## src/rtl/cordic_pkg.sv

```systemverilog
// Constants and types shared by the rotation- and vectoring-mode CORDIC cores.
// Angles are stored at 20 fraction bits and rescaled to the datapath precision on use.
package cordic_pkg;

  localparam int SM_W     = 16;
  localparam int SM_FRAC  = 8;
  localparam int TBL_FRAC = 20;

  // atan(2^-i) for i = 0..15, Q.20
  localparam logic [31:0] ATAN_TBL [16] = '{
    32'd823550, 32'd486170, 32'd256879, 32'd130396,
    32'd65451,  32'd32757,  32'd16383,  32'd8192,
    32'd4096,   32'd2048,   32'd1024,   32'd512,
    32'd256,    32'd128,    32'd64,     32'd32
  };

  localparam logic [15:0] INV_K_Q16   = 16'd39797;
  localparam logic [31:0] PI_Q20      = 32'd3294199;
  localparam logic [31:0] HALF_PI_Q20 = 32'd1647100;
  localparam logic [14:0] PI_SM_MAG   = 15'h0324;

  typedef enum logic [1:0] {
    ST_IDLE,
    ST_ITER,
    ST_SCALE
  } cstate_e;

  // Round a Q.20 table constant to fb fraction bits (fb <= 19).
  function automatic logic [31:0] from_q20(input logic [31:0] v, input int fb);
    logic [31:0] t;
    t = v >> (TBL_FRAC - 1 - fb);
    return (t + 32'd1) >> 1;
  endfunction

endpackage

```

## src/rtl/cordic_sm_conv.sv

```systemverilog
// Sign-magnitude <-> two's-complement converter with magnitude clamp.
// TO_SM=0 widens a Q7.8 operand by SHIFT guard bits; TO_SM=1 rounds SHIFT bits away.
module cordic_sm_conv #(
  parameter int          IW      = 16,
  parameter int          OW      = 23,
  parameter bit          TO_SM   = 1'b0,
  parameter int          SHIFT   = 4,
  parameter logic [14:0] MAX_MAG = 15'h7FFF
) (
  input  logic [IW-1:0] a_i,
  output logic [OW-1:0] y_o,
  output logic          sat_o
);

  if (TO_SM) begin : g_to_sm
    localparam logic signed [IW:0] HALF = (IW + 1)'(1) << (SHIFT - 1);
    logic signed [IW:0] rnd;
    logic signed [IW:0] absv;
    logic [14:0]        m;
    logic               sat;

    always_comb begin
      rnd   = ($signed({a_i[IW-1], a_i}) + HALF) >>> SHIFT;
      absv  = rnd[IW] ? -rnd : rnd;
      sat   = absv > $signed({{(IW - 14){1'b0}}, MAX_MAG});
      m     = sat ? MAX_MAG : absv[14:0];
      // a result that rounds to zero always leaves with a positive sign
      y_o   = OW'({rnd[IW] && (m != '0), m});
      sat_o = sat;
    end
  end else begin : g_to_tc
    logic [14:0]   m;
    logic [OW-1:0] ext;
    logic          sat;

    always_comb begin
      sat   = a_i[14:0] > MAX_MAG;
      m     = sat ? MAX_MAG : a_i[14:0];
      ext   = OW'({m, {SHIFT{1'b0}}});
      y_o   = a_i[IW-1] ? -ext : ext;
      sat_o = sat;
    end
  end

endmodule

```

## src/rtl/cordic_vectoring.sv

```systemverilog
// Iterative vectoring-mode CORDIC: (x, y) in sign-magnitude Q7.8 -> (magnitude, angle).
// One shared add/sub datapath with a barrel shift, ITER+2 cycles per result.
module cordic_vectoring
  import cordic_pkg::*;
#(
  parameter int ITER  = 12,
  parameter int GUARD = 4
) (
  input  logic        clk,
  input  logic        reset,
  input  logic        start,
  input  logic [15:0] x_in,
  input  logic [15:0] y_in,
  output logic [15:0] mag,
  output logic [15:0] ang,
  output logic        ovf,
  output logic        busy,
  output logic        done
);

  localparam int W  = 19 + GUARD;
  localparam int FB = SM_FRAC + GUARD;
  localparam logic [3:0] LAST = 4'(ITER - 1);
  localparam logic signed [W-1:0] PI_W = W'(from_q20(PI_Q20, FB));

  cstate_e             state_q, state_d;
  logic [3:0]          cnt_q, cnt_d;
  logic signed [W-1:0] x_q, y_q, z_q, x_d, y_d, z_d;
  logic                zero_q, zero_d;
  logic signed [W-1:0] x_tc, y_tc, xs, ys, atan_w, mag_tc;
  logic signed [W+16:0] prod;
  logic [15:0]         mag_q, ang_q, mag_sm, ang_sm;
  logic                ovf_q, done_q, mag_sat;

  cordic_sm_conv #(.IW(16), .OW(W), .TO_SM(1'b0), .SHIFT(GUARD), .MAX_MAG(15'h7FFF))
    u_x_in (.a_i(x_in), .y_o(x_tc), .sat_o());
  cordic_sm_conv #(.IW(16), .OW(W), .TO_SM(1'b0), .SHIFT(GUARD), .MAX_MAG(15'h7FFF))
    u_y_in (.a_i(y_in), .y_o(y_tc), .sat_o());
  cordic_sm_conv #(.IW(W), .OW(16), .TO_SM(1'b1), .SHIFT(GUARD), .MAX_MAG(15'h7FFF))
    u_mag_out (.a_i(mag_tc), .y_o(mag_sm), .sat_o(mag_sat));
  cordic_sm_conv #(.IW(W), .OW(16), .TO_SM(1'b1), .SHIFT(GUARD), .MAX_MAG(PI_SM_MAG))
    u_ang_out (.a_i(z_q), .y_o(ang_sm), .sat_o());

  // Gain compensation: truncated multiply by 1/K in Q.16
  assign prod   = x_q * $signed({1'b0, INV_K_Q16});
  assign mag_tc = W'(prod >>> 16);

  always_comb begin
    xs     = x_q >>> cnt_q;
    ys     = y_q >>> cnt_q;
    atan_w = W'(from_q20(ATAN_TBL[cnt_q], FB));
    x_d    = x_q;
    y_d    = y_q;
    z_d    = z_q;
    zero_d = zero_q;
    cnt_d  = cnt_q;
    unique case (state_q)
      ST_IDLE: begin
        if (start) begin
          cnt_d  = '0;
          zero_d = (x_tc == '0) && (y_tc == '0);
          // left half-plane: rotate by pi so the iterations only see x >= 0
          if (x_tc[W-1]) begin
            x_d = -x_tc;
            y_d = -y_tc;
            z_d = y_tc[W-1] ? -PI_W : PI_W;
          end else begin
            x_d = x_tc;
            y_d = y_tc;
            z_d = '0;
          end
        end
      end
      ST_ITER: begin
        cnt_d = cnt_q + 4'd1;
        if (!y_q[W-1]) begin
          x_d = x_q + ys;
          y_d = y_q - xs;
          z_d = z_q + atan_w;
        end else begin
          x_d = x_q - ys;
          y_d = y_q + xs;
          z_d = z_q - atan_w;
        end
      end
      default: cnt_d = '0;
    endcase
  end

  always_ff @(posedge clk) begin
    x_q    <= x_d;
    y_q    <= y_d;
    z_q    <= z_d;
    zero_q <= zero_d;
  end

  always_ff @(posedge clk or negedge reset) begin
    if (!reset) begin
      state_q <= ST_IDLE;
      cnt_q   <= '0;
      mag_q   <= '0;
      ang_q   <= '0;
      ovf_q   <= 1'b0;
      done_q  <= 1'b0;
    end else begin
      state_q <= state_d;
      cnt_q   <= cnt_d;
      done_q  <= (state_q == ST_SCALE);
      if (state_q == ST_SCALE) begin
        mag_q <= mag_sm;
        ang_q <= zero_q ? 16'h0000 : ang_sm;
        ovf_q <= mag_sat;
      end
    end
  end

  always_comb begin
    state_d = state_q;
    unique case (state_q)
      ST_IDLE:  if (start) state_d = ST_ITER;
      ST_ITER:  if (cnt_q == LAST) state_d = ST_SCALE;
      ST_SCALE: state_d = ST_IDLE;
      default:  state_d = ST_IDLE;
    endcase
  end

  always_comb begin
    busy = (state_q != ST_IDLE);
    done = done_q;
    mag  = mag_q;
    ang  = ang_q;
    ovf  = ovf_q;
  end

endmodule

```

## config.mk

```make
export PLATFORM = sky130hd
export DESIGN_NAME = cordic_vectoring
export DESIGN_NICKNAME = d
export VERILOG_FILES = /design/src/rtl/cordic_pkg.sv /design/src/rtl/cordic_sm_conv.sv /design/src/rtl/cordic_vectoring.sv
export SDC_FILE = /design/constraint.sdc
export NUM_CORES = 1
export LEC_CHECK = 0
export CAP_MARGIN = 25
export CORE_MARGIN = 2
export CORE_UTILIZATION = 59
export DETAILED_ROUTE_END_ITERATION = 10
export PLACE_DENSITY = 0.8
export SYNTH_ARGS = -nofsm -noshare
export SYNTH_HDL_FRONTEND = slang
export SYNTH_SLANG_ARGS = --single-unit
```

## constraint.sdc

```tcl
create_clock -name clk -period 7.9 [get_ports clk]
set_clock_uncertainty 0.15 [all_clocks]
set_input_delay 1.185 -clock clk [delete_from_list [all_inputs] [get_ports clk]]
set_output_delay 1.185 -clock clk [all_outputs]
set_load 0.05 [all_outputs]
```

# Word level (Yosys, flattened, before mapping)
# Memories as Yosys holds them, arrays and structs flattened.
# Index checks and enable logic that the tools add are counted.
[word_totals] ff_bits=110 rom_bits=512 inputBits=35 elab_cells=83 memories=1
[classes] add_sub_neg=16 multipliers=1 n_lt_le_gt_ge=5 n_eq_ne=5 n_shift=2 muxes=29 bitwise_logic=1 n_reduce_logical=13
[mem_list] memory="(name not given)" words=16 width=32 read_ports=1 rd_clocked_by_memory_dff=0 wr=0 line_no="cordic_vectoring.sv:51" source="atan_w = W'(from_q20(ATAN_TBL[cnt_q], FB));"
[op_table] operator="$mux W23" n=12
[op_table] operator="$pmux W23 S2" n=3
[op_table] operator="$add A23 B23 Y23" n=3
[op_table] operator="$sub A23 B23 Y23" n=3
[op_table] operator="$mux W31" n=2
[op_table] operator="$mux W15" n=4
[op_table] operator="$add A23 B5 Y24 const B" n=2
[op_table] operator="$mux W24" n=2
[op_table] operator="$neg A20 Y24" n=2
[op_table] operator="$logic_not A23 Y1" n=2
[op_table] operator="$neg A19 Y23" n=2
[op_table] operator="$neg A23 Y23" n=2
[op_table] operator="$sshr A23 B4 Y23" n=2
[op_table] operator="$mul A23 B17 Y39 const B" n=1
[op_table] operator="$gt A15 B15 Y1 const B" n=2
[op_table] operator="$reduce_bool A15 Y1" n=2
[op_table] operator="$add A24 B1 Y24 const B" n=1
[op_table] operator="$gt A24 B11 Y1 const B" n=1
[op_table] operator="$gt A24 B16 Y1 const B" n=1
[op_table] operator="$mux W16" n=1
[op_table] operator="$pmux W4 S2" n=1
[op_table] operator="$reduce_and A2 Y1" n=3
[op_table] operator="$ge A5 B5 Y1 const B" n=1
[op_table] operator="$not A4 Y5" n=1
[op_table] operator="11 further kinds" n=16

# Longest topological paths before layout
[logic_depth] word_depth=8 ltp_mapped=31 depth_no_buf=29

# By module
# From an unflattened synthesis, not the netlist that was laid out.
[unflattened] cells_unflattened=2903 area_unflattened_um2=24717.5
[modules_own_cells] module="cordic_vectoring" n_inst=1 cells_each=2322 area_per_inst_um2=20668.6
[modules_own_cells] module="cordic_sm_conv at u_mag_out" n_inst=1 cells_each=231 area_per_inst_um2=1666.6
[modules_own_cells] module="cordic_sm_conv at u_ang_out" n_inst=1 cells_each=228 area_per_inst_um2=1461.4
[modules_own_cells] module="cordic_sm_conv at u_x_in ..." n_inst=2 cells_each=61 area_per_inst_um2=460.4

# Worst setup path after synthesis
# OpenSTA, ideal clock, no wires.
[synth_path] kind="reg2reg" startpoint="register x_q[14]" endpoint="register mag_q[15] (netlist: mag[15])" setup_ns=0.130 arrival_ns=7.449 required_time_ns=7.620 path_slack_ns=0.171 stages_incl_launch_ff=27 path_buffers=1 period_less_slack_ns=7.729 cell_sequence="edfxtp_1 > ha_1 > inv_1 > fa_1 > fa_1 > inv_1 > fa_1 > fa_1 > inv_1 > fa_1 > inv_1 > ha_1 > buf_4 > nand2_1 > or2_4 > or3_4 > or2_1 > and3_1 > a2111oi_4 > nand4_4 > or4_4 > o211ai_1 > xnor2_1 > nor4bb_1 > nand4_1 > a2111oi_2 > a21oi_1"
[synth_via] elab_chain_len=8
[synth_rtl] item="start, declared" line_no="cordic_vectoring.sv:28" source="logic signed [W-1:0] x_q, y_q, z_q, x_d, y_d, z_d;"
[synth_rtl] item="start signal, assigned" line_no="cordic_vectoring.sv:91" source="x_q <= x_d;"
[synth_rtl] item="$mul A23 B17 Y39 (*)" line_no="cordic_vectoring.sv:45" source="assign prod = x_q * $signed({1'b0, INV_K_Q16});"
[synth_rtl] item="$add A23 B5 Y24 (*)" line_no="cordic_sm_conv.sv:23" source="rnd = ($signed({a_i[IW-1], a_i}) + HALF) >>> SHIFT;"
[synth_rtl] item="$neg A20 Y24" line_no="cordic_sm_conv.sv:24" source="absv = rnd[IW] ? -rnd : rnd;"
[synth_rtl] item="$mux W24" line_no="cordic_sm_conv.sv:24"
[synth_rtl] item="$gt A24 B16 Y1" line_no="cordic_sm_conv.sv:25" source="sat = absv > $signed({{(IW - 14){1'b0}}, MAX_MAG});"
[synth_rtl] item="$mux W15" line_no="cordic_sm_conv.sv:26" source="m = sat ? MAX_MAG : absv[14:0];"
[synth_rtl] item="$reduce_bool A15 Y1" line_no="cordic_sm_conv.sv:28" source="y_o = OW'({rnd[IW] && (m != '0), m});"
[synth_rtl] item="$logic_and A1 B1 Y1 (*)" line_no="cordic_sm_conv.sv:28"
[synth_rtl] item="end signal, assigned" line_no="cordic_vectoring.sv:110" source="mag_q <= mag_sm;"
[synth_rtl] item="end, declared" line_no="cordic_vectoring.sv:32" source="logic [15:0] mag_q, ang_q, mag_sm, ang_sm;"
# Mark *: on every way between the ends. The rest lies on a longest branch, timed or not.
# A chain may end at the register's enable or synchronous reset.

# Worst setup path in the final report
# Ends and elaborated chain as after synthesis.

==> impl_metrics.yaml <==
worst_setup_path:
  endpoint: "mag[15]"
  worstSetupStartpointType: "register"
  rr_startpoint: "x_q[14]"
  rrSetupSlack_ps: 20
  crit_path_start: "x_q[14]"
  path_class: "reg -> reg"
  r2r-end: "mag[15]"
  worst_ep_arrival_time_ps: 8000
  path_max_fanout: 8
  cp_data_required_time_ps: 8020
  reg2regPathDepth: 26
  endpoint_kind: "register"
synth:
  syn_area_sq_um: 22400
  synth_async_sr_flop_share: 0.364
  yosysSeqAreaShare: 0.139
  yosysUniqueCellTypes: 106
  synth_top_area_frac: 0.148
  yosys_register_bits: 110
  synth_edf_count: 70
  synth_area_leaders: "ha_1 (15%), fa_1 (15%), edfxtp_1 (9.4%)"
  synth_flop_cell: "edfxtp_1"
  synth.avg_cell_area_sq_um: 8.53
  syn_inst: 2622
  yosysTopAreaCell: "ha_1"
  yosysWarnings: 0
  synthesis.nets: 3086
  synth.most_common_cell: "inv_1"
  synth_commonest_cells: "inv_1 (275), ha_1 (265), nand2_1 (207)"
timing:
  setup_viol: 0
  hold_violations: 0
  fin_crit_ps: 7880
  tightestPinTransition_ps: 963
  relSlewSlack: 0.349
  rsz0062_at_grt: "true"
  slew_viol_final: 0
  fmax_ghz: 0.127
  post-route-period-util: 0.997
placement:
  dpl_cell_area_sq_um: 24300
  place_inst: 3238
  dp_hpwl_microns: 48200
  port_buffers: 69
  gp_congestion: 1.01
global_routing:
  track_usage: 0.307
  antenna_found_initial: 0
  grt_pass1_vias: 19900
  grt_max_degree: 70
  grt_pass1_wl_microns: 97600
  grt_overflow: 0
clock_tree:
  ctsHoldBuffers: 0
  cts_made_buffers: 9
  clkTransAtPathRegs_ps: 80
  cts_max_path_buffers: 2
  cts_sinks: 110
  h-tree-depth: 3
  cts_tree: "yes"
  clk_latency_ps: 400
  cts_root_buf: "clkbuf_16"
finish:
  multi_input_area_sq_um: 18700
  n_antenna_cell: 0
  n_fill_cell: 2910
  final_cells: 3327
  final_nets: 3275
  drive_gt1_frac: 0.168
  syn2layout_area_growth_pct: 16.8
  finalInstanceArea_sq_um: 26100
  seq_area_sq_um: 3110
route:
  wl_per_cell_microns: 18.5
  routed_wl_microns: 61600
  via_per_inst: 6.10
  postRouteAntennaNets: 0
  drc: 0
  route.vias.total: 20300
  drt_iter0_drc: 1510
  first_pass_iters: 5
die:
  num_io_pins: 70
  dieArea_sq_um: 39500
  core_region_area_sq_um: 37500
  core.rowCount: 71
  die_x_microns: 199
  start_util: 0.597
  die_h_microns: 199
run:
  drv_cap: 0
status:
  status: "finished, final reports clean"
worst_hold_path:
  hold_class: "reg -> reg"
## per-stage QoR
step	setup WS, ps	setup TNS [ps]	hold slack, ps	utilization
after floorplan	171	0	358	-
after global placement	-30.6	-30.6	312	0.649
after detailed placement	-246	-2940	315	0.649
after CTS	3.24	0	332	0.660
after global routing	-267	-2890	353	0.697
final	20.1	0	328	0.697
## layer usage
| metal | global-route usage | routed length [microns] |
|---|---|---|
| met4 | 0.120 | 2610 |
| met5 | 0 | 0 |
| met3 | 0.0341 | 3080 |
| met1 | 0.390 | 25800 |
| met2 | 0.536 | 30100 |
## logic make-up (layout without fill, tap and decap cells)
group	count (synthesis)	in the layout	synth area share
AND/OR/NAND/NOR	772	772	0.171
AO/OA/AOI/OAI	614	614	0.182
adder cells (fa/ha/maj)	429	429	0.295
buffers and inverters	376	570	0.0658
XOR/XNOR	228	228	0.0896
flip-flops	110	110	0.139
multiplexers	93	93	0.0578
## placed cells by master, fill, tap and decap left out, types with 16 or more instances in the layout
| master | n |
|---|---|
| inv_1 | 267 |
| mux2i_1 | 49 |
| nand3_1 | 60 |
| o31ai_1 | 23 |
| buf_4 | 190 |
| fa_1 | 154 |
| and3_1 | 47 |
| o21a_1 | 25 |
| o21ai_0 | 140 |
| and2_1 | 31 |
| dfrtp_1 | 36 |
| o211ai_1 | 20 |
| xor2_1 | 96 |
| a31oi_1 | 32 |
| mux4_2 | 27 |
| ha_1 | 228 |
| a21oi_1 | 158 |
| clkdlybuf4s50_1 | 68 |
| ha_4 | 27 |
| a21o_1 | 34 |
| nand2b_1 | 25 |
| or3_1 | 16 |
| nor2_1 | 191 |
| nor2b_1 | 18 |
| nand4_1 | 22 |
| a211oi_1 | 24 |
| edfxtp_1 | 70 |
| nor3_1 | 61 |
| mux2_2 | 16 |
| xnor2_1 | 122 |
| nand2_1 | 200 |
## flip-flops by register name (all words and copies together) (netlist names)
signal	count
x_q	23
zero_q	1
y_q	23
done	1
ovf	1
mag	16
state_q	2
cnt_q	4
z_q	23
ang	16
## how the worst min path moves through the flow
stage | endpoint | from | cells after the start | slack [ps]
global placement | ang[8] | ang[8] | 1 | 310
global route | ang[15] | ang[15] | 2 | 350
floorplan | ang[15] | zero_q | 1 | 360
finish | ang[15] | ang[15] | 2 | 330
CTS | ang[15] | ang[15] | 2 | 330
detailed placement | ang[15] | ang[15] | 2 | 310
## cell type report
class	count	area share
inverters	277	0.0398
multi-input cells	2136	0.714
clock buffers	11	0.0101
well taps	511	0.0245
repair buffers	277	0.0897
flip-flops and latches	110	0.119
clock inverters	5	0.00268
## what timing repair did
action,in CTS,in global routing
resized for setup,5,165
setup endpoints to repair,17,17
pin swaps,3,90
setup buffers,9,65
endpoints found under the hold margin,0,0
## critical path, cell delays in order (launching register included)
cell,delay [ps]
edfxtp_1,470
buf_4,180
ha_1,310
inv_2,80
fa_2,450
fa_2,540
inv_1,60
fa_2,470
fa_1,560
fa_1,450
ha_4,310
nand2_1,100
o21ai_0,320
nand3_1,220
o211a_4,230
a211o_4,370
a2111oi_4,340
buf_4,190
nand4_4,80
or4_4,460
buf_6,150
o21ai_4,310
a21oi_1,90
a311oi_2,250
nand4_1,160
a2111oi_2,360
a21oi_1,100
Power is not shown: default switching activity piles up to over one toggle a cycle in this logic, so the estimate is an artifact.
